**config.mk**
```make
export PLATFORM = sky130hd
export DESIGN_NAME = pixel_read_arbiter
export DESIGN_NICKNAME = d
export VERILOG_FILES = /design/src/rtl/pixel_read_arbiter.sv
export SDC_FILE = /design/constraint.sdc
export NUM_CORES = 1
export LEC_CHECK = 0
export BUFFER_PORTS_ARGS = -buffer_cell sky130_fd_sc_hd__buf_2
export CAP_MARGIN = 0
export CELL_PAD_IN_SITES_DETAIL_PLACEMENT = 1
export CELL_PAD_IN_SITES_GLOBAL_PLACEMENT = 2
export CORE_MARGIN = 2
export CORE_UTILIZATION = 28
export DETAILED_ROUTE_END_ITERATION = 16
export PLACE_DENSITY_LB_ADDON = 0.1
export SYNTH_ARGS = -nofsm -noshare
export SYNTH_HDL_FRONTEND = slang
export SYNTH_SLANG_ARGS = --single-unit
```
**constraint.sdc**
```tcl
create_clock -name clk -period 4.7 [get_ports clk]
set_input_delay 0.47 -clock clk [delete_from_list [all_inputs] [get_ports clk]]
set_output_delay 0.47 -clock clk [all_outputs]
set_load 0.05 [all_outputs]
```
**src/rtl/pixel_read_arbiter.sv**
```systemverilog
// Round-robin arbiter sharing one fixed-latency pixel memory read port among NREQ requesters.
// Converts the winner's (x, y) into a linear address and routes the returned colour to its owner.
module pixel_read_arbiter #(
  parameter int NREQ   = 4,
  parameter int xSz    = 8,
  parameter int ySz    = 7,
  parameter int colSz  = 3,
  parameter int XMAX   = 160,
  parameter int YMAX   = 120,
  parameter int RD_LAT = 2
) (
  input  logic                  clk,
  input  logic                  reset,
  input  logic                  pause,
  input  logic [NREQ-1:0]       req,
  input  logic [NREQ*xSz-1:0]   x_in,
  input  logic [NREQ*ySz-1:0]   y_in,
  output logic [NREQ-1:0]       gnt,
  output logic [NREQ-1:0]       rvalid,
  output logic [colSz-1:0]      rdata,
  output logic                  roob,
  output logic [14:0]           mem_addr,
  output logic                  mem_rden,
  input  logic [colSz-1:0]      mem_q
);

  localparam int PW    = (NREQ > 1) ? $clog2(NREQ) : 1;
  localparam int DEPTH = RD_LAT + 1;
  localparam logic [xSz:0]     XLIM = XMAX[xSz:0];
  localparam logic [ySz:0]     YLIM = YMAX[ySz:0];
  localparam logic [NREQ-1:0]  ONE  = {{(NREQ-1){1'b0}}, 1'b1};

  // Row stride of 160 expressed as 128 + 32
  function automatic logic [14:0] lin_addr(input logic [ySz-1:0] y, input logic [xSz-1:0] x);
    logic [14:0] yw;
    logic [14:0] xw;
    yw = 15'(y);
    xw = 15'(x);
    return (yw << 3'd7) + (yw << 3'd5) + xw;
  endfunction

  logic [PW-1:0]    ptr_r;
  logic [NREQ-1:0]  gnt_s;
  logic [PW-1:0]    gidx_s;
  logic             hit_s;
  logic             accept_s;
  logic [xSz-1:0]   sel_x_s;
  logic [ySz-1:0]   sel_y_s;
  logic             oob_s;
  logic             tag_vld_r [DEPTH];
  logic [PW-1:0]    tag_own_r [DEPTH];
  logic             tag_oob_r [DEPTH];
  logic [NREQ-1:0]  rvalid_r;
  logic [colSz-1:0] rdata_r;
  logic             roob_r;
  logic [14:0]      mem_addr_r;
  logic             mem_rden_r;

  // Round-robin search from ptr; descending offsets so the nearest request wins
  always_comb begin
    gnt_s  = '0;
    gidx_s = '0;
    hit_s  = 1'b0;
    if (!pause && !reset) begin
      for (int k = NREQ - 1; k >= 0; k--) begin
        gidx_s = req[(int'(ptr_r) + k) % NREQ] ? PW'((int'(ptr_r) + k) % NREQ) : gidx_s;
        hit_s  = hit_s | req[(int'(ptr_r) + k) % NREQ];
      end
      gnt_s = hit_s ? (ONE << gidx_s) : '0;
    end else begin
      gnt_s = '0;
    end
  end

  assign gnt      = gnt_s;
  assign accept_s = |(req & gnt_s);
  assign sel_x_s  = x_in[gidx_s*xSz +: xSz];
  assign sel_y_s  = y_in[gidx_s*ySz +: ySz];
  assign oob_s    = ({1'b0, sel_x_s} >= XLIM) || ({1'b0, sel_y_s} >= YLIM);

  // Pointer moves just past the accepted requester
  always_ff @(posedge clk or posedge reset) begin
    if (reset) begin
      ptr_r <= '0;
    end else if (accept_s) begin
      ptr_r <= (gidx_s == PW'(NREQ - 1)) ? '0 : gidx_s + 1'b1;
    end else begin
      ptr_r <= ptr_r;
    end
  end

  // Memory request; out-of-range reads keep the old address and skip the read
  always_ff @(posedge clk or posedge reset) begin
    if (reset) begin
      mem_addr_r <= 15'd0;
      mem_rden_r <= 1'b0;
    end else if (accept_s && !oob_s) begin
      mem_addr_r <= lin_addr(sel_y_s, sel_x_s);
      mem_rden_r <= 1'b1;
    end else begin
      mem_addr_r <= mem_addr_r;
      mem_rden_r <= 1'b0;
    end
  end

  // Tag pipeline tracks owner and range flag of every in-flight read
  always_ff @(posedge clk or posedge reset) begin
    if (reset) begin
      for (int i = 0; i < DEPTH; i++) begin
        tag_vld_r[i] <= 1'b0;
        tag_own_r[i] <= '0;
        tag_oob_r[i] <= 1'b0;
      end
    end else begin
      tag_vld_r[0] <= accept_s;
      tag_own_r[0] <= gidx_s;
      tag_oob_r[0] <= oob_s;
      for (int i = 1; i < DEPTH; i++) begin
        tag_vld_r[i] <= tag_vld_r[i-1];
        tag_own_r[i] <= tag_own_r[i-1];
        tag_oob_r[i] <= tag_oob_r[i-1];
      end
    end
  end

  // Return stage: the last tag lines up with mem_q
  always_ff @(posedge clk or posedge reset) begin
    if (reset) begin
      rvalid_r <= '0;
      rdata_r  <= '0;
      roob_r   <= 1'b0;
    end else if (tag_vld_r[DEPTH-1]) begin
      rvalid_r <= ONE << tag_own_r[DEPTH-1];
      rdata_r  <= tag_oob_r[DEPTH-1] ? '0 : mem_q;
      roob_r   <= tag_oob_r[DEPTH-1];
    end else begin
      rvalid_r <= '0;
      rdata_r  <= rdata_r;
      roob_r   <= 1'b0;
    end
  end

  assign rvalid   = rvalid_r;
  assign rdata    = rdata_r;
  assign roob     = roob_r;
  assign mem_addr = mem_addr_r;
  assign mem_rden = mem_rden_r;

endmodule
```
* Yosys cells after proc, flatten, opt, wreduce, memory -nomap -nowiden
Index checks and enable logic that the tools add are counted.
Storage, ports and cells: register bits 38, input bits 70, output and inout bits 28, logic and storage cells 73
Cells by class: $add $sub $neg 6, multiply operators 1, $lt $le $gt $ge 6, equal/unequal tests 1, shifts and indexed selects 4, mux-type cells 23, bitwise gates (word level) 7, reduce and logical (&&, ||, !) cells 10
Operator list (number):
- indexed part select 32 x 6 -> 8 bit | 1
- indexed part select 28 x 6 -> 7 bit | 1
- adder 14 x 12 -> 15 bit | 1
- adder 15 x 8 -> 15 bit | 1
- < comparator 3 x 4 -> 1 bit (second input constant) | 3
- two-way mux 2 bit | 6
- two-way mux 4 bit | 3
- two-way mux 1 bit | 9
- binary-select mux 1 bit (select 2 bit) | 4
- greater-or-equal comparator 8 bit (second input constant) | 1
- left shift 1 x 2 -> 4 bit (first input constant) | 2
- greater-or-equal comparator 7 bit (second input constant) | 1
- OR reduction 2 bit | 3
- multiplier 2 x 3 -> 5 bit (second input constant) | 1
- adder 2 x 1 -> 2 bit (second input constant) | 2
- adder 2 bit (second input constant) | 2
- bitwise AND 4 bit | 1
- OR reduction 4 bit | 1
- bitwise AND 1 bit (first input constant) | 3
- logical NOT 1 bit | 3
- < comparator 2 x 3 -> 1 bit (second input constant) | 1
- two-way mux 3 bit | 1
- OR 1 bit | 3
- equality test 2 bit (second input constant) | 1
- other kinds (2) | 3

* Longest topological paths before layout
Gate-level depths: netlist of the first run.
word-level depth 18, gate-level depth with buffers 21, mapped depth without buffers 19

* Worst setup path after synthesis of the first run
Ideal clock, no wire load.
path kind input to register, from input req[2], to register mem_addr_r[13], in the netlist mem_addr[13], setup time 0.125 ns, data arrival time 4.044 ns, required time 4.575 ns, setup slack 0.531 ns, stages 17, path buffers 2, path through nor2b_1 > a221o_1 > nand3_2 > clkbuf_1 > clkbuf_1 > nand2_1 > and3_1 > a31oi_1 > fa_1 > ha_1 > a21o_1 > a21oi_1 > o21ai_0 > a21oi_1 > a22oi_1 > xnor2_1 > mux2_2
On the way: longest elaborated chain between the ends 14, elaborated cells on any way between the ends 34, those cells by class add/sub: 2; mul: 1; order compare: 2; shift: 3; mux: 18; bitwise: 4; reduce/logical: 4
Ends and longest elaborated chain:
- start: declaration | line 15 | input logic [NREQ-1:0] req,
- branches (longest 14 deep; another with adder 14 x 12 -> 15 bit)
- end signal: assignment | line 98 | mem_addr_r <= lin_addr(sel_y_s, sel_x_s);
- end signal: assignment | line 101 | mem_addr_r <= mem_addr_r;
- end: declaration | line 56 | logic [14:0] mem_addr_r;
Parallel ways; which one is timed is not known. The select of a mux whose other input is x is not followed. A chain may end at the register's enable or synchronous reset.

* Worst setup path after layout of the first run
from register ptr_r[0], to register mem_addr_r[12], in the netlist mem_addr[12]
On the way: longest elaborated chain between the ends 15, elaborated cells on any way between the ends 37, those cells by class add/sub: 5; mul: 1; order compare: 2; shift: 3; mux: 18; bitwise: 4; reduce/logical: 4
Ends and longest elaborated chain:
- start: declaration | line 42 | logic [PW-1:0] ptr_r;
- start signal: assignment | line 86 | ptr_r <= (gidx_s == PW'(NREQ - 1)) ? '0 : gidx_s + 1'b1;
- start signal: assignment | line 88 | ptr_r <= ptr_r;
- branches (longest 15 deep; another with adder 14 x 12 -> 15 bit)
Parallel ways; which one is timed is not known. The select of a mux whose other input is x is not followed.

==> reports/metrics.json, run 1 <==
{
  "initial_utilization_pct": 28.4,
  "final_max_slew_viol_count": 0,
  "holdBufCountCts": 0,
  "worst_hold_slack_ns": 0.291,
  "setup.worst_path.start_class": "register",
  "crit_path_top_delay_cell": "sky130_fd_sc_hd__dfrtp_1",
  "grt_setup_unrepaired": "false",
  "cts_post_setup_buffers_inserted": 0,
  "post_synth_edffs": 0,
  "vias_in_the_first_global_route": 2346,
  "critical_path.reg2reg.startpoint": "ptr_r[0]",
  "clk_pin_slew_ns": 0.07,
  "drt_wl_total_mm": 6.91,
  "timing.critical_path.cells": "nor2b_1 -> o21bai_1 -> nand3_2 -> inv_2 -> buf_4 -> mux2i_1 -> o22ai_1 -> ha_1 -> ha_1 -> inv_1 -> fa_1 -> nor2b_1 -> o21ai_0 -> a21boi_0 -> o21a_1 -> nor2_1 -> xnor2_1 -> mux2_2",
  "max-cap-violations": 0,
  "timing.critical_path.max_delay_family": "compound AO/OA/AOI/OAI gates",
  "timing.critical_path.slowest_cell_delay_ns": 0.42,
  "drc": 0,
  "layout-area-overhead-vs-synth_pct": 30.7,
  "worst_slew_margin_rel_pct": 50.2,
  "grt_start_max_net_pins": 39,
  "worst_setup_path_end_kind": "register",
  "fp.dieArea_mm2": 0.00949,
  "clock_sinks": 38,
  "ant_nets": 0,
  "global_route.overflow_total": 0,
  "grt_antenna_before_repair": 0,
  "htree_num_levels": 2,
  "hold_path.class": "in2async",
  "antennaDiodeCount": 0,
  "design.final.nets": 451,
  "first_iter_violations": 42,
  "tritoncts_clock_tree": "done",
  "synthesis.area_per_instance_um2": 9.15,
  "cp-startpoint": "ptr_r[0]",
  "synth-main-ff-cell": "sky130_fd_sc_hd__dfrtp_1",
  "floorplan.die.height_um": 97.4,
  "max_slew.worst_pin.slew_ns": 0.743,
  "worst_r2r_path_depth": 18,
  "first_pass_grt_wire_length_mm": 11.4,
  "syn-num-nets": 353,
  "core_area_mm2": 0.00859,
  "vias_per_cell": 4.73,
  "vias": 2242,
  "max_fo_critical_path": 18,
  "power_per_cell_area_mw_per_mm2": 451,
  "post_cts.resized_instances": 0,
  "peakVddDrop_uv": 151,
  "yosys_register_bits": 38,
  "cts_buffer_depth": 2,
  "gp_congestion": 0.839,
  "floorplan.io_pins": 98,
  "wire_per_inst_um": 14.6,
  "buffer_ports.inserted": 97,
  "cp.buffers_inverters": 3,
  "finalSetupViolations": 0,
  "power.leakage_nw": 1.66,
  "clock_latency_late_sink_ns": 0.28,
  "placed_wire_length_estimate_after_detailed_placement_mm": 5.58,
  "ys_warn_count": 0,
  "synth.cell_area_mm2": 0.00244,
  "arrival_ns": 4.37,
  "report.final.hold_viol_count": 0,
  "fp-row-count": 34,
  "r2r_slack_ns": 0.50,
  "numCtsBuffers": 5,
  "drt_first_pass_iters": 4,
  "maxClockFrequency_mhz": 238,
  "fin_crit_sh_pct": 89.4,
  "finalCoreUtilization_pct": 37.2,
  "finalClockSkew_ns": 0.00612,
  "netlist_instances": 267,
  "share_of_cells_above_drive_strength_1_pct": 36.9,
  "critical_register_to_register_path_endpoint": "mem_addr[12]",
  "category_of_the_critical_setup_timing_path": "reg2reg",
  "asyncSetResetFlopFracSynth_pct": 100,
  "timing.setup.tns_ns": 0,
  "crit_required_ns": 4.87,
  "die_width_um": 97.4,
  "global_route.usage.total_pct": 14.8,
  "status": "finished, final reports clean",
  "synth_cell_types": 48,
  "min_period_ns": 4.20,
  "ys_seq_area_share_pct": 38.9,
  "ctsRootBufferMaster": "sky130_fd_sc_hd__clkbuf_8"
}
-- area by class of cell --
cell class	count	area [µm²]
clock buffer	6	82.6
timing repair buffer	104	538
tap	108	135
fill	1056	5400
inverter	19	71.3
clock inverter	2	60.1
sequential	38	951
multi-input combinational	197	1360
-- kinds of logic after synthesis --
family	count (synthesis)	share of synthesized area, %
mux	18	9.32
fa+ha+maj	16	8.81
buf+inv	32	5.58
xor+xnor	5	1.79
simple gates	99	18.7
compound gates	59	16.9
flops	38	38.9
-- how the worst max path moves through the flow --
stage	end	slack (ns)	depth (start not counted)
after floorplan	mem_addr[13]	0.53	17
after global placement	mem_addr[12]	0.34	19
after detailed placement	mem_addr[12]	0.25	19
after CTS	mem_addr[12]	0.46	18
after global routing	mem_addr[12]	0.09	18
final	mem_addr[12]	0.50	18
-- cells in the mapped netlist (2+ instances only) --
| master | number | share of area (%) |
|---|---|---|
| sky130_fd_sc_hd__inv_2 | 3 | 0.46 |
| sky130_fd_sc_hd__o31ai_1 | 2 | 0.61 |
| sky130_fd_sc_hd__clkbuf_1 | 5 | 0.77 |
| sky130_fd_sc_hd__mux2_2 | 6 | 2.8 |
| sky130_fd_sc_hd__o22ai_1 | 3 | 0.77 |
| sky130_fd_sc_hd__nor2_1 | 20 | 3.1 |
| sky130_fd_sc_hd__ha_1 | 14 | 7.2 |
| sky130_fd_sc_hd__mux2_4 | 8 | 4.9 |
| sky130_fd_sc_hd__inv_1 | 16 | 2.5 |
| sky130_fd_sc_hd__mux2i_1 | 4 | 1.6 |
| sky130_fd_sc_hd__a22oi_1 | 3 | 0.92 |
| sky130_fd_sc_hd__o21ai_0 | 10 | 2.0 |
| sky130_fd_sc_hd__and3_1 | 9 | 2.3 |
| sky130_fd_sc_hd__nand4_1 | 3 | 0.77 |
| sky130_fd_sc_hd__buf_2 | 7 | 1.4 |
| sky130_fd_sc_hd__nand2_1 | 49 | 7.5 |
| sky130_fd_sc_hd__xnor2_1 | 5 | 1.8 |
| sky130_fd_sc_hd__a31oi_1 | 12 | 3.1 |
| sky130_fd_sc_hd__a211oi_1 | 3 | 0.92 |
| sky130_fd_sc_hd__o211ai_1 | 5 | 1.5 |
| sky130_fd_sc_hd__and2_1 | 4 | 1.0 |
| sky130_fd_sc_hd__nand3_1 | 2 | 0.41 |
| sky130_fd_sc_hd__nor2b_1 | 4 | 1.0 |
| sky130_fd_sc_hd__fa_1 | 2 | 1.6 |
| sky130_fd_sc_hd__a21oi_1 | 7 | 1.4 |
| sky130_fd_sc_hd__dfrtp_1 | 38 | 39 |
| sky130_fd_sc_hd__a21boi_0 | 2 | 0.61 |
-- power breakdown --
group,total (mW),internal [mW],switching [mW]
registers,0.443,0.402,0.0409
clock network,0.340,0.226,0.113
logic,0.659,0.227,0.431
-- registers in the layout, summed over array words and instances (netlist names) --
register / cells
mem_rden: 1
roob: 1
tag_own_r: 6
ptr_r: 2
tag_oob_r: 3
mem_addr: 15
rdata: 3
rvalid: 4
tag_vld_r: 3
-- through the flow --
step | area, µm² | total power, mW | setup slack, ns | std cells
2_1_floorplan | 2440 | 0.942 | 0.531 | 267
3_3_place_gp | 3050 | 1.11 | 0.345 | 466
3_5_place_dp | 3050 | 1.12 | 0.249 | 466
4_1_cts | 3190 | 1.46 | 0.456 | 474
5_1_grt | 3190 | 1.53 | 0.0854 | 474
6_report | 3190 | 1.44 | 0.497 | 474
-- worst register-to-register path, stage by stage (launching register included) --
cell                       delay [ns]
sky130_fd_sc_hd__dfrtp_1         0.42
sky130_fd_sc_hd__nor2b_1         0.08
sky130_fd_sc_hd__o21bai_1        0.36
sky130_fd_sc_hd__nand3_2         0.29
sky130_fd_sc_hd__inv_2           0.33
sky130_fd_sc_hd__buf_4           0.27
sky130_fd_sc_hd__mux2i_1         0.22
sky130_fd_sc_hd__o22ai_1         0.14
sky130_fd_sc_hd__ha_1            0.32
sky130_fd_sc_hd__ha_1            0.16
sky130_fd_sc_hd__inv_1           0.05
sky130_fd_sc_hd__fa_1            0.40
sky130_fd_sc_hd__nor2b_1         0.11
sky130_fd_sc_hd__o21ai_0         0.09
sky130_fd_sc_hd__a21boi_0        0.26
sky130_fd_sc_hd__o21a_1          0.17
sky130_fd_sc_hd__nor2_1          0.05
sky130_fd_sc_hd__xnor2_1         0.12
sky130_fd_sc_hd__mux2_2          0.25
-- layer usage --
layer / GRT usage (%) / share of wire, % / up-vias
li1: - / - / 1127
met1: 19.4 / 47 / 1053
met2: 25.7 / 48 / 60
met3: 2.37 / 4.6 / 2
met4: 3.53 / 0.62 / 0
met5: 0 / 0 / -
-- layout by cell type, fill, tap and decap left out, drive strengths merged, types with 5 or more instances in the layout --
cell	instances
a21oi	7
a31oi	12
and3	9
buf	104
clkbuf	6
dfrtp	38
ha	14
inv	18
mux2	14
nand2	49
nor2	20
o211ai	7
o21ai	10
xnor2	5
Note: power is estimated with default switching activity, not from simulation.
==> run 2, diff against run 1 <==
Settings changed: BUFFER_PORTS_ARGS -buffer_cell sky130_fd_sc_hd__buf_2 to default, CORE_UTILIZATION 28 to 36, DONT_BUFFER_PORTS from default to 1, RECOVER_POWER from default to 100.
==> reports/metrics.json, run 2 (synthesis gave the netlist of run 1 again) <==
{
  "detail_route.wirelength.met1": {"value": 2.78, "unit": "mm", "change": "was 3.22 mm"},
  "numCtsBuffers": {"value": 5, "change": "unchanged"},
  "route.met3.wl": {"value": 336, "unit": "µm", "change": "was 317 µm"},
  "finalSetupViolations": {"value": 0, "change": "unchanged"},
  "post_cts.resized_instances": {"value": 0, "change": "unchanged"},
  "least_setup_slack_across_all_paths_after_layout": {"value": 0.581, "unit": "ns", "change": "was 0.497 ns"},
  "placed_wire_length_estimate_after_detailed_placement": {"value": 4.71, "unit": "mm", "change": "was 5.58 mm"},
  "vias_per_cell": {"value": 5.44, "change": "was 4.73"},
  "final_max_slew_viol_count": {"value": 56, "change": "was 0"},
  "report.final.hold_viol_count": {"value": 0, "change": "unchanged"},
  "min_period": {"value": 4.12, "unit": "ns", "change": "was 4.20 ns"},
  "drt_first_pass_iters": {"value": 4, "change": "unchanged"},
  "critical_register_to_register_path_endpoint": {"value": "mem_addr[12]", "change": "unchanged"},
  "grt_start_max_net_pins": {"value": 39, "change": "unchanged"},
  "buffer_ports.inserted": {"value": 0, "change": "was 97"},
  "grt_setup_unrepaired": {"value": "false", "change": "unchanged"},
  "first_pass_grt_wire_length": {"value": 9.74, "unit": "mm", "change": "was 11.4 mm"},
  "power_per_cell_area": {"value": 508, "unit": "mW/mm²", "change": "was 451 mW/mm²"},
  "layout.cells.most_common": {"value": "sky130_fd_sc_hd__nand2_1", "change": "was sky130_fd_sc_hd__buf_2"},
  "most-common-layout-cells": {"value": "sky130_fd_sc_hd__nand2_1 (49), sky130_fd_sc_hd__dfrtp_1 (38), sky130_fd_sc_hd__nor2_1 (20), sky130_fd_sc_hd__inv_1 (16), sky130_fd_sc_hd__ha_1 (14)", "change": "was sky130_fd_sc_hd__buf_2 (97), sky130_fd_sc_hd__nand2_1 (49), sky130_fd_sc_hd__dfrtp_1 (38), sky130_fd_sc_hd__nor2_1 (20), sky130_fd_sc_hd__inv_1 (15)"},
  "preCtsSetupSlack": {"value": 0.496, "unit": "ns", "change": "was 0.249 ns"},
  "global_route.overflow_total": {"value": 0, "change": "unchanged"},
  "crit_required": {"value": 4.87, "unit": "ns", "change": "about the same"},
  "cp-startpoint": {"value": "ptr_r[1]", "change": "was ptr_r[0]"},
  "fp-row-count": {"value": 30, "change": "was 34"},
  "arrival": {"value": 4.29, "unit": "ns", "change": "was 4.37 ns"},
  "share_of_cells_above_drive_strength_1": {"value": 12.4, "unit": "%", "change": "was 36.9%"},
  "htree_num_levels": {"value": 2, "change": "unchanged"},
  "status": {"value": "complete, but fails checks", "change": "was finished, final reports clean"},
  "floorplan.io_pins": {"value": 98, "change": "unchanged"},
  "drc": {"value": 0, "change": "unchanged"},
  "met2_wirelength": {"value": 2.87, "unit": "mm", "change": "was 3.33 mm"},
  "finalClockSkew": {"value": 0.00584, "unit": "ns", "change": "was 0.00612 ns"},
  "number_of_flip_flops_under_the_largest_register_name": {"value": 15, "change": "unchanged"},
  "global_route.usage.total": {"value": 16.6, "unit": "%", "change": "was 14.8%"},
  "cts_buffer_depth": {"value": 2, "change": "unchanged"},
  "maxClockFrequency": {"value": 243, "unit": "MHz", "change": "was 238 MHz"},
  "ctsRootBufferMaster": {"value": "sky130_fd_sc_hd__clkbuf_8", "change": "unchanged"},
  "drt_wl_total": {"value": 6.08, "unit": "mm", "change": "was 6.91 mm"},
  "hold_path.class": {"value": "in2reg", "change": "was in2async"},
  "r2r_slack": {"value": 0.58, "unit": "ns", "change": "was 0.50 ns"},
  "post-place-cells": {"value": 339, "change": "was 466"},
  "holdBufCountCts": {"value": 0, "change": "unchanged"},
  "ant_nets": {"value": 0, "change": "unchanged"},
  "core_area": {"value": 0.00668, "unit": "mm²", "change": "was 0.00859 mm²"},
  "vias": {"value": 1888, "change": "was 2242"},
  "initial_utilization": {"value": 36.6, "unit": "%", "change": "was 28.4%"},
  "peakVddDrop": {"value": 159, "unit": "µV", "change": "was 151 µV"},
  "layout-area-overhead-vs-synth": {"value": 7.53, "unit": "%", "change": "was 30.7%"},
  "tritoncts_clock_tree": {"value": "done", "change": "unchanged"},
  "worst_setup_path_endpoint": {"value": "mem_addr[12]", "change": "unchanged"},
  "clk_pin_slew": {"value": 0.08, "unit": "ns", "change": "was 0.07 ns"},
  "max_fo_critical_path": {"value": 17, "change": "was 18"},
  "wire_per_inst": {"value": 17.5, "unit": "µm", "change": "was 14.6 µm"},
  "grt_antenna_before_repair": {"value": 0, "change": "unchanged"},
  "fp.dieArea": {"value": 0.00746, "unit": "mm²", "change": "was 0.00949 mm²"},
  "vias_in_the_first_global_route": {"value": 1948, "change": "was 2346"},
  "design.final.nets": {"value": 352, "change": "was 451"},
  "max-cap-violations": {"value": 2, "change": "was 0"},
  "critical_path.reg2reg.startpoint": {"value": "ptr_r[1]", "change": "was ptr_r[0]"},
  "clock_latency_late_sink": {"value": 0.29, "unit": "ns", "change": "was 0.28 ns"},
  "worst_slew_margin_rel": {"value": -34.0, "unit": "%", "change": "was 50.2%"},
  "floorplan.die.height": {"value": 86.4, "unit": "µm", "change": "was 97.4 µm"},
  "cts_post_setup_buffers_inserted": {"value": 0, "change": "unchanged"},
  "post_layout_nonfiller_instances": {"value": 347, "change": "was 474"},
  "worst_r2r_path_depth": {"value": 15, "change": "was 18"},
  "failed_checks": "capacitance limit, slew limit",
  "topRoutingLayerUsed": {"value": "met4", "change": "unchanged"},
  "fillers": {"value": 809, "change": "was 1056"},
  "max_slew.worst_pin.slew": {"value": 2.01, "unit": "ns", "change": "was 0.743 ns"},
  "gp_congestion": {"value": 0.767, "change": "was 0.839"},
  "antennaDiodeCount": {"value": 0, "change": "unchanged"},
  "die_width": {"value": 86.4, "unit": "µm", "change": "was 97.4 µm"},
  "fin_crit_sh": {"value": 87.6, "unit": "%", "change": "was 89.4%"},
  "timing.setup.tns": {"value": 0, "unit": "ns", "change": "unchanged"},
  "first_iter_violations": {"value": 38, "change": "was 42"},
  "worst_setup_path_end_kind": {"value": "register", "change": "unchanged"},
  "power.leakage": {"value": 1.23, "unit": "nW", "change": "was 1.66 nW"},
  "category_of_the_critical_setup_timing_path": {"value": "reg2reg", "change": "unchanged"},
  "setup.worst_path.start_class": {"value": "register", "change": "unchanged"},
  "clock_sinks": {"value": 38, "change": "unchanged"}
}
==> run 2: cell types whose count changed in the layout (fill, tap and decap cells not counted) <==
cell	previous run	this run
sky130_fd_sc_hd__clkinv_1	1	0
sky130_fd_sc_hd__mux2_4	8	5
sky130_fd_sc_hd__clkbuf_1	0	1
sky130_fd_sc_hd__buf_4	7	4
sky130_fd_sc_hd__nand2b_2	1	0
sky130_fd_sc_hd__buf_2	97	0
sky130_fd_sc_hd__and2_0	0	2
sky130_fd_sc_hd__and2_1	4	2
sky130_fd_sc_hd__o211ai_4	1	0
sky130_fd_sc_hd__o211ai_1	5	6
sky130_fd_sc_hd__inv_1	15	16
sky130_fd_sc_hd__mux2_2	6	9
sky130_fd_sc_hd__nand2b_1	0	1
==> run 2: worst min path at each step <==
stage | startpoint | endpoint | slack (ns) | cells after the start
2_1_floorplan | tag_oob_r[1] | tag_oob_r[0] | 0.33 | 0
3_3_place_gp | tag_own_r[2] | tag_own_r[0] | 0.33 | 0
3_5_place_dp | tag_own_r[2] | tag_own_r[0] | 0.34 | 0
4_1_cts | reset | ptr_r[1] | 0.20 | 2
5_1_grt | mem_q[1] | rdata[1] | 0.32 | 2
6_report | mem_q[2] | rdata[2] | 0.30 | 2
==> run 2: metal layers <==
layer / GRT usage [%] / vias to the layer above
li1: - / 930
met1: 22.4 / 886
met2: 26.6 / 63
met3: 3.43 / 9
met4: 5.54 / 0
met5: 0 / -
==> run 2: layout make-up <==
| cell class | instances | area (µm²) | share of cell area, % |
|---|---|---|---|
| Inverter | 19 | 71.3 | 2.71 |
| Clock inverter | 2 | 60.1 | 2.29 |
| Clock buffer | 6 | 82.6 | 3.14 |
| Sequential cell | 38 | 951 | 36.2 |
| Timing Repair Buffer | 5 | 33.8 | 1.29 |
| Multi-Input combinational cell | 197 | 1330 | 50.6 |
| Tap cell | 80 | 100 | 3.81 |
==> run 2: report_power, final <==
part / leakage (nW) / internal, mW / switching (mW)
Clock: 0.0714 / 0.226 / 0.114
Sequential: 0.480 / 0.397 / 0.281
Combinational: 0.674 / 0.155 / 0.160
Total: 1.23 / 0.779 / 0.555
==> run 2: worst max-delay path: stages, from the launching register on <==
cell	delay, ns
sky130_fd_sc_hd__dfrtp_1	0.46
sky130_fd_sc_hd__mux2i_1	0.21
sky130_fd_sc_hd__o221ai_1	0.17
sky130_fd_sc_hd__or2_1	0.41
sky130_fd_sc_hd__inv_2	0.32
sky130_fd_sc_hd__a31oi_1	0.20
sky130_fd_sc_hd__fa_1	0.60
sky130_fd_sc_hd__inv_1	0.07
sky130_fd_sc_hd__fa_1	0.45
sky130_fd_sc_hd__nor2b_1	0.13
sky130_fd_sc_hd__o21ai_0	0.12
sky130_fd_sc_hd__a21boi_0	0.27
sky130_fd_sc_hd__o21a_1	0.16
sky130_fd_sc_hd__nor2_1	0.06
sky130_fd_sc_hd__xnor2_1	0.12
sky130_fd_sc_hd__mux2_2	0.25
==> run 2: through the flow <==
| stage | util (%) | area, µm² | hold slack, ns | total power [mW] |
|---|---|---|---|---|
| 2_1_floorplan | - | 2440 | 0.331 | 0.942 |
| 3_3_place_gp | 37.7 | 2520 | 0.331 | 1.01 |
| 3_5_place_dp | 37.7 | 2520 | 0.336 | 1.02 |
| 4_1_cts | 39.8 | 2660 | 0.199 | 1.36 |
| 5_1_grt | 39.3 | 2630 | 0.320 | 1.41 |
| 6_report | 39.3 | 2630 | 0.300 | 1.33 |
==> run 3, diff against run 2 <==
Settings changed: ABC_AREA from default to 1, CORE_UTILIZATION 36 to 37, SLEW_MARGIN from default to 20.
Clock period 4.7 ns to 5.1 ns, I/O delays scaled along.
==> reports/metrics.json, run 3 <==
{
  "worst_slew_margin_rel": {"value": -39.7, "unit": "%", "change": "was -34.0%"},
  "internal_pwr_total": {"value": 0.926, "unit": "mW", "change": "was 0.779 mW"},
  "power_frac_comb": {"value": 48.4, "unit": "%", "change": "was 23.7%"},
  "crit_required": {"value": 5.34, "unit": "ns", "change": "was 4.87 ns"},
  "cts_post_setup_buffers_inserted": {"value": 0, "change": "unchanged"},
  "max_fo_critical_path": {"value": 19, "change": "was 17"},
  "placed_area": {"value": 0.00277, "unit": "mm²", "change": "was 0.00252 mm²"},
  "timing.setup.tns": {"value": 0, "unit": "ns", "change": "unchanged"},
  "fin_crit_sh": {"value": 89.9, "unit": "%", "change": "was 87.6%"},
  "hold_path.class": {"value": "reg2reg", "change": "was in2reg"},
  "finalClockSkew": {"value": 0.00944, "unit": "ns", "change": "was 0.00584 ns"},
  "layout.cells.most_common": {"value": "sky130_fd_sc_hd__nand2_1", "change": "unchanged"},
  "cts_buffer_depth": {"value": 2, "change": "unchanged"},
  "max-cap-violations": {"value": 1, "change": "was 2"},
  "switchingPower": {"value": 1.06, "unit": "mW", "change": "was 0.555 mW"},
  "drc": {"value": 0, "change": "unchanged"},
  "syn-num-nets": {"value": 445, "change": "was 353"},
  "status": {"value": "complete, but fails checks", "change": "unchanged"},
  "gp_congestion": {"value": 0.798, "change": "was 0.767"},
  "numCtsBuffers": {"value": 5, "change": "unchanged"},
  "timing.critical_path.max_delay_family": {"value": "simple AND/OR/NAND/NOR gates", "change": "was adder cells"},
  "fp-row-count": {"value": 31, "change": "was 30"},
  "power_per_cell_area": {"value": 688, "unit": "mW/mm²", "change": "was 508 mW/mm²"},
  "arrival": {"value": 4.82, "unit": "ns", "change": "was 4.29 ns"},
  "pwr-share-seq": {"value": 35.7, "unit": "%", "change": "was 50.8%"},
  "ant_nets": {"value": 0, "change": "unchanged"},
  "number_of_flip_flops_under_the_largest_register_name": {"value": 15, "change": "unchanged"},
  "asyncSetResetFlopFracSynth": {"value": 100, "unit": "%", "change": "unchanged"},
  "global_route.overflow_total": {"value": 0, "change": "unchanged"},
  "worst_r2r_path_depth": {"value": 20, "change": "was 15"},
  "report.final.hold_viol_count": {"value": 0, "change": "unchanged"},
  "final_max_slew_viol_count": {"value": 39, "change": "was 56"},
  "post_synth_edffs": {"value": 0, "change": "unchanged"},
  "die_width": {"value": 89.3, "unit": "µm", "change": "was 86.4 µm"},
  "synth_largest_area_cell": {"value": "sky130_fd_sc_hd__dfrtp_1", "change": "unchanged"},
  "tritoncts_clock_tree": {"value": "done", "change": "unchanged"},
  "drt_wl_total": {"value": 7.58, "unit": "mm", "change": "was 6.08 mm"},
  "holdBufCountCts": {"value": 0, "change": "unchanged"},
  "critical_path.reg2reg.startpoint": {"value": "ptr_r[0]", "change": "was ptr_r[1]"},
  "core_area": {"value": 0.00714, "unit": "mm²", "change": "was 0.00668 mm²"},
  "floorplan.die.height": {"value": 89.3, "unit": "µm", "change": "was 86.4 µm"},
  "worst_hold_slack": {"value": 0.348, "unit": "ns", "change": "was 0.300 ns"},
  "antennaDiodeCount": {"value": 0, "change": "unchanged"},
  "post_cts.resized_instances": {"value": 0, "change": "unchanged"},
  "ys_seq_area_share": {"value": 35.3, "unit": "%", "change": "was 38.9%"},
  "synth-main-ff-cell": {"value": "sky130_fd_sc_hd__dfrtp_1", "change": "unchanged"},
  "vias_per_cell": {"value": 5.19, "change": "was 5.44"},
  "htree_num_levels": {"value": 2, "change": "unchanged"},
  "ctsRootBufferMaster": {"value": "sky130_fd_sc_hd__clkbuf_8", "change": "unchanged"},
  "peakVddDrop": {"value": 282, "unit": "µV", "change": "was 159 µV"},
  "most-common-layout-cells": {"value": "sky130_fd_sc_hd__nand2_1 (110), sky130_fd_sc_hd__inv_1 (44), sky130_fd_sc_hd__dfrtp_1 (38), sky130_fd_sc_hd__nand4_1 (30), sky130_fd_sc_hd__nand3_1 (17)", "change": "was sky130_fd_sc_hd__nand2_1 (49), sky130_fd_sc_hd__dfrtp_1 (38), sky130_fd_sc_hd__nor2_1 (20), sky130_fd_sc_hd__inv_1 (16), sky130_fd_sc_hd__ha_1 (14)"},
  "least_setup_slack_across_all_paths_after_layout": {"value": 0.516, "unit": "ns", "change": "was 0.581 ns"},
  "synthMostInstantiatedCell": {"value": "sky130_fd_sc_hd__nand2_1", "change": "unchanged"},
  "finalInstanceArea": {"value": 0.00288, "unit": "mm²", "change": "was 0.00263 mm²"},
  "wire_per_inst": {"value": 16.6, "unit": "µm", "change": "was 17.5 µm"},
  "path_depth": {"value": 20, "change": "was 15"},
  "timing.critical_path.slowest_cell_delay": {"value": 0.63, "unit": "ns", "change": "was 0.60 ns"},
  "synth.cell_area": {"value": 0.00270, "unit": "mm²", "change": "was 0.00244 mm²"},
  "post-place-cells": {"value": 449, "change": "was 339"},
  "hold-path-cell-count": {"value": 0, "change": "was 2"},
  "share_of_cells_above_drive_strength_1": {"value": 10.9, "unit": "%", "change": "was 12.4%"},
  "synthesis.area_per_instance": {"value": 7.51, "unit": "µm²", "change": "was 9.15 µm²"},
  "floorplan.io_pins": {"value": 98, "change": "unchanged"},
  "synth.top_cells.by_area": {"value": "sky130_fd_sc_hd__dfrtp_1 (35%), sky130_fd_sc_hd__nand2_1 (15%), sky130_fd_sc_hd__nand4_1 (7.0%)", "change": "was sky130_fd_sc_hd__dfrtp_1 (39%), sky130_fd_sc_hd__nand2_1 (7.5%), sky130_fd_sc_hd__ha_1 (7.2%)"},
  "design_power": {"value": 1.98, "unit": "mW", "change": "was 1.33 mW"},
  "failed_checks": {"value": "capacitance limit, slew limit", "change": "unchanged"},
  "drt_first_pass_iters": {"value": 4, "change": "unchanged"},
  "initial_utilization": {"value": 37.8, "unit": "%", "change": "was 36.6%"},
  "ys_warn_count": {"value": 0, "change": "unchanged"},
  "synth_cell_types": {"value": 36, "change": "was 48"},
  "yosys_register_bits": {"value": 38, "change": "unchanged"},
  "synth_top_cell_area_share": {"value": 35.3, "unit": "%", "change": "was 38.9%"},
  "design.final.nets": {"value": 443, "change": "was 352"},
  "sw_frac_of_total": {"value": 53.3, "unit": "%", "change": "was 41.6%"},
  "clk_pin_slew": {"value": 0.09, "unit": "ns", "change": "was 0.08 ns"},
  "setup.worst_path.start_class": {"value": "register", "change": "unchanged"},
  "maxClockFrequency": {"value": 218, "unit": "MHz", "change": "was 243 MHz"},
  "first_pass_grt_wire_length": {"value": 11.8, "unit": "mm", "change": "was 9.74 mm"},
  "category_of_the_critical_setup_timing_path": {"value": "reg2reg", "change": "unchanged"},
  "finalSetupViolations": {"value": 0, "change": "unchanged"},
  "cp-startpoint": {"value": "ptr_r[0]", "change": "was ptr_r[1]"},
  "hold_path_startpoint": {"value": "tag_vld_r[2]", "change": "was mem_q[2]"},
  "grt_setup_unrepaired": {"value": "false", "change": "unchanged"},
  "fp.dieArea": {"value": 0.00798, "unit": "mm²", "change": "was 0.00746 mm²"},
  "clkPwrFrac": {"value": 15.8, "unit": "%", "change": "was 25.5%"},
  "buffer_ports.inserted": {"value": 0, "change": "unchanged"},
  "timing.critical_path.cells": {"value": "inv_2 -> nand2_1 -> nand4_1 -> nand2_1 -> nand3_4 -> nand3_4 -> inv_1 -> or2_2 -> o21ai_0 -> o21ai_0 -> fa_1 -> inv_1 -> fa_1 -> o21ai_0 -> a21oi_1 -> o21bai_1 -> a21oi_1 -> nor2_1 -> nand4_1 -> nand2_1", "change": "was mux2i_1 -> o221ai_1 -> or2_1 -> inv_2 -> a31oi_1 -> fa_1 -> inv_1 -> fa_1 -> nor2b_1 -> o21ai_0 -> a21boi_0 -> o21a_1 -> nor2_1 -> xnor2_1 -> mux2_2"},
  "grt_start_max_net_pins": {"value": 39, "change": "unchanged"},
  "power.leakage": {"value": 1.54, "unit": "nW", "change": "was 1.23 nW"},
  "finalCoreUtilization": {"value": 40.4, "unit": "%", "change": "was 39.3%"},
  "global_route.usage.total": {"value": 19.5, "unit": "%", "change": "was 16.6%"},
  "vias_in_the_first_global_route": {"value": 2384, "change": "was 1948"},
  "placed_wire_length_estimate_after_detailed_placement": {"value": 5.98, "unit": "mm", "change": "was 4.71 mm"},
  "preCtsSetupSlack": {"value": 0.541, "unit": "ns", "change": "was 0.496 ns"},
  "clock_sinks": {"value": 38, "change": "unchanged"},
  "grt_antenna_before_repair": {"value": 0, "change": "unchanged"},
  "min_period": {"value": 4.58, "unit": "ns", "change": "was 4.12 ns"},
  "crit_path_top_delay_cell": {"value": "sky130_fd_sc_hd__fa_1", "change": "unchanged"},
  "synth.top_cells.by_count": {"value": "sky130_fd_sc_hd__nand2_1 (109), sky130_fd_sc_hd__inv_1 (44), sky130_fd_sc_hd__dfrtp_1 (38)", "change": "was sky130_fd_sc_hd__nand2_1 (49), sky130_fd_sc_hd__dfrtp_1 (38), sky130_fd_sc_hd__nor2_1 (20)"},
  "worst_setup_path_end_kind": {"value": "register", "change": "unchanged"},
  "vias": {"value": 2373, "change": "was 1888"},
  "clock_latency_late_sink": {"value": 0.30, "unit": "ns", "change": "was 0.29 ns"},
  "netlist_instances": {"value": 359, "change": "was 267"},
  "post_layout_nonfiller_instances": {"value": 457, "change": "was 347"},
  "cp.buffers_inverters": {"value": 3, "change": "was 2"},
  "max_slew.worst_pin.slew": {"value": 2.10, "unit": "ns", "change": "was 2.01 ns"},
  "layout-area-overhead-vs-synth": {"value": 6.87, "unit": "%", "change": "was 7.53%"},
  "first_iter_violations": {"value": 74, "change": "was 38"}
}
[run 3: worst reg2reg max path, stage by stage (launching register included)]
cell,delay (ns)
sky130_fd_sc_hd__dfrtp_1,0.60
sky130_fd_sc_hd__inv_2,0.15
sky130_fd_sc_hd__nand2_1,0.11
sky130_fd_sc_hd__nand4_1,0.13
sky130_fd_sc_hd__nand2_1,0.13
sky130_fd_sc_hd__nand3_4,0.23
sky130_fd_sc_hd__nand3_4,0.23
sky130_fd_sc_hd__inv_1,0.23
sky130_fd_sc_hd__or2_2,0.33
sky130_fd_sc_hd__o21ai_0,0.06
sky130_fd_sc_hd__o21ai_0,0.18
sky130_fd_sc_hd__fa_1,0.63
sky130_fd_sc_hd__inv_1,0.07
sky130_fd_sc_hd__fa_1,0.46
sky130_fd_sc_hd__o21ai_0,0.29
sky130_fd_sc_hd__a21oi_1,0.11
sky130_fd_sc_hd__o21bai_1,0.20
sky130_fd_sc_hd__a21oi_1,0.09
sky130_fd_sc_hd__nor2_1,0.10
sky130_fd_sc_hd__nand4_1,0.09
sky130_fd_sc_hd__nand2_1,0.10
[run 3: cell type report]
cell class / instances / area (µm²)
Clock buffer: 5 / 68.8
Clock inverter: 3 / 68.8
Fill cell: 911 / 4260
Inverter: 47 / 176
Multi-Input combinational cell: 259 / 1450
Sequential cell: 38 / 951
Tap cell: 99 / 124
Timing Repair Buffer: 6 / 37.5
[run 3: worst paths after layout]
path	to	slack, ns
max	mem_addr[14]	0.52
min	tag_vld_r[1]	0.35
max reg2reg	mem_addr[14]	0.52
min reg2reg	tag_vld_r[1]	0.35
max in group asynchronous	mem_addr[8]	3.02
min in group asynchronous	tag_own_r[5]	0.86
[run 3: logic make-up after synthesis]
| family | synth area share, % |
|---|---|
| AND/OR/NAND/NOR | 35.6 |
| buffers and inverters | 10.0 |
| flip-flops | 35.3 |
| AO/OA/AOI/OAI | 9.47 |
| adder cells (fa/ha/maj) | 7.99 |
| XOR/XNOR | 1.63 |
[run 3: power groups by stage]
| stage | combinational, mW | clock (mW) | sequential [mW] |
|---|---|---|---|
| 2_1_floorplan | 0.810 | 0 | 0.687 |
| 3_3_place_gp | 0.965 | 0 | 0.709 |
| 3_5_place_dp | 0.983 | 0 | 0.715 |
| 4_1_cts | 0.987 | 0.321 | 0.711 |
| 5_1_grt | 1.11 | 0.331 | 0.724 |
| 6_report | 0.959 | 0.314 | 0.708 |
[run 3: per-layer routing]
metal | GRT usage [%] | wire (µm) | share of wire (%) | up-vias
met5 | 0 | 0 | 0 | -
met4 | 3.66 | 72 | 0.95 | 0
met3 | 4.99 | 491 | 6.5 | 6
met2 | 34.7 | 3800 | 50 | 64
met1 | 23.8 | 3210 | 42 | 1126
li1 | - | - | - | 1177
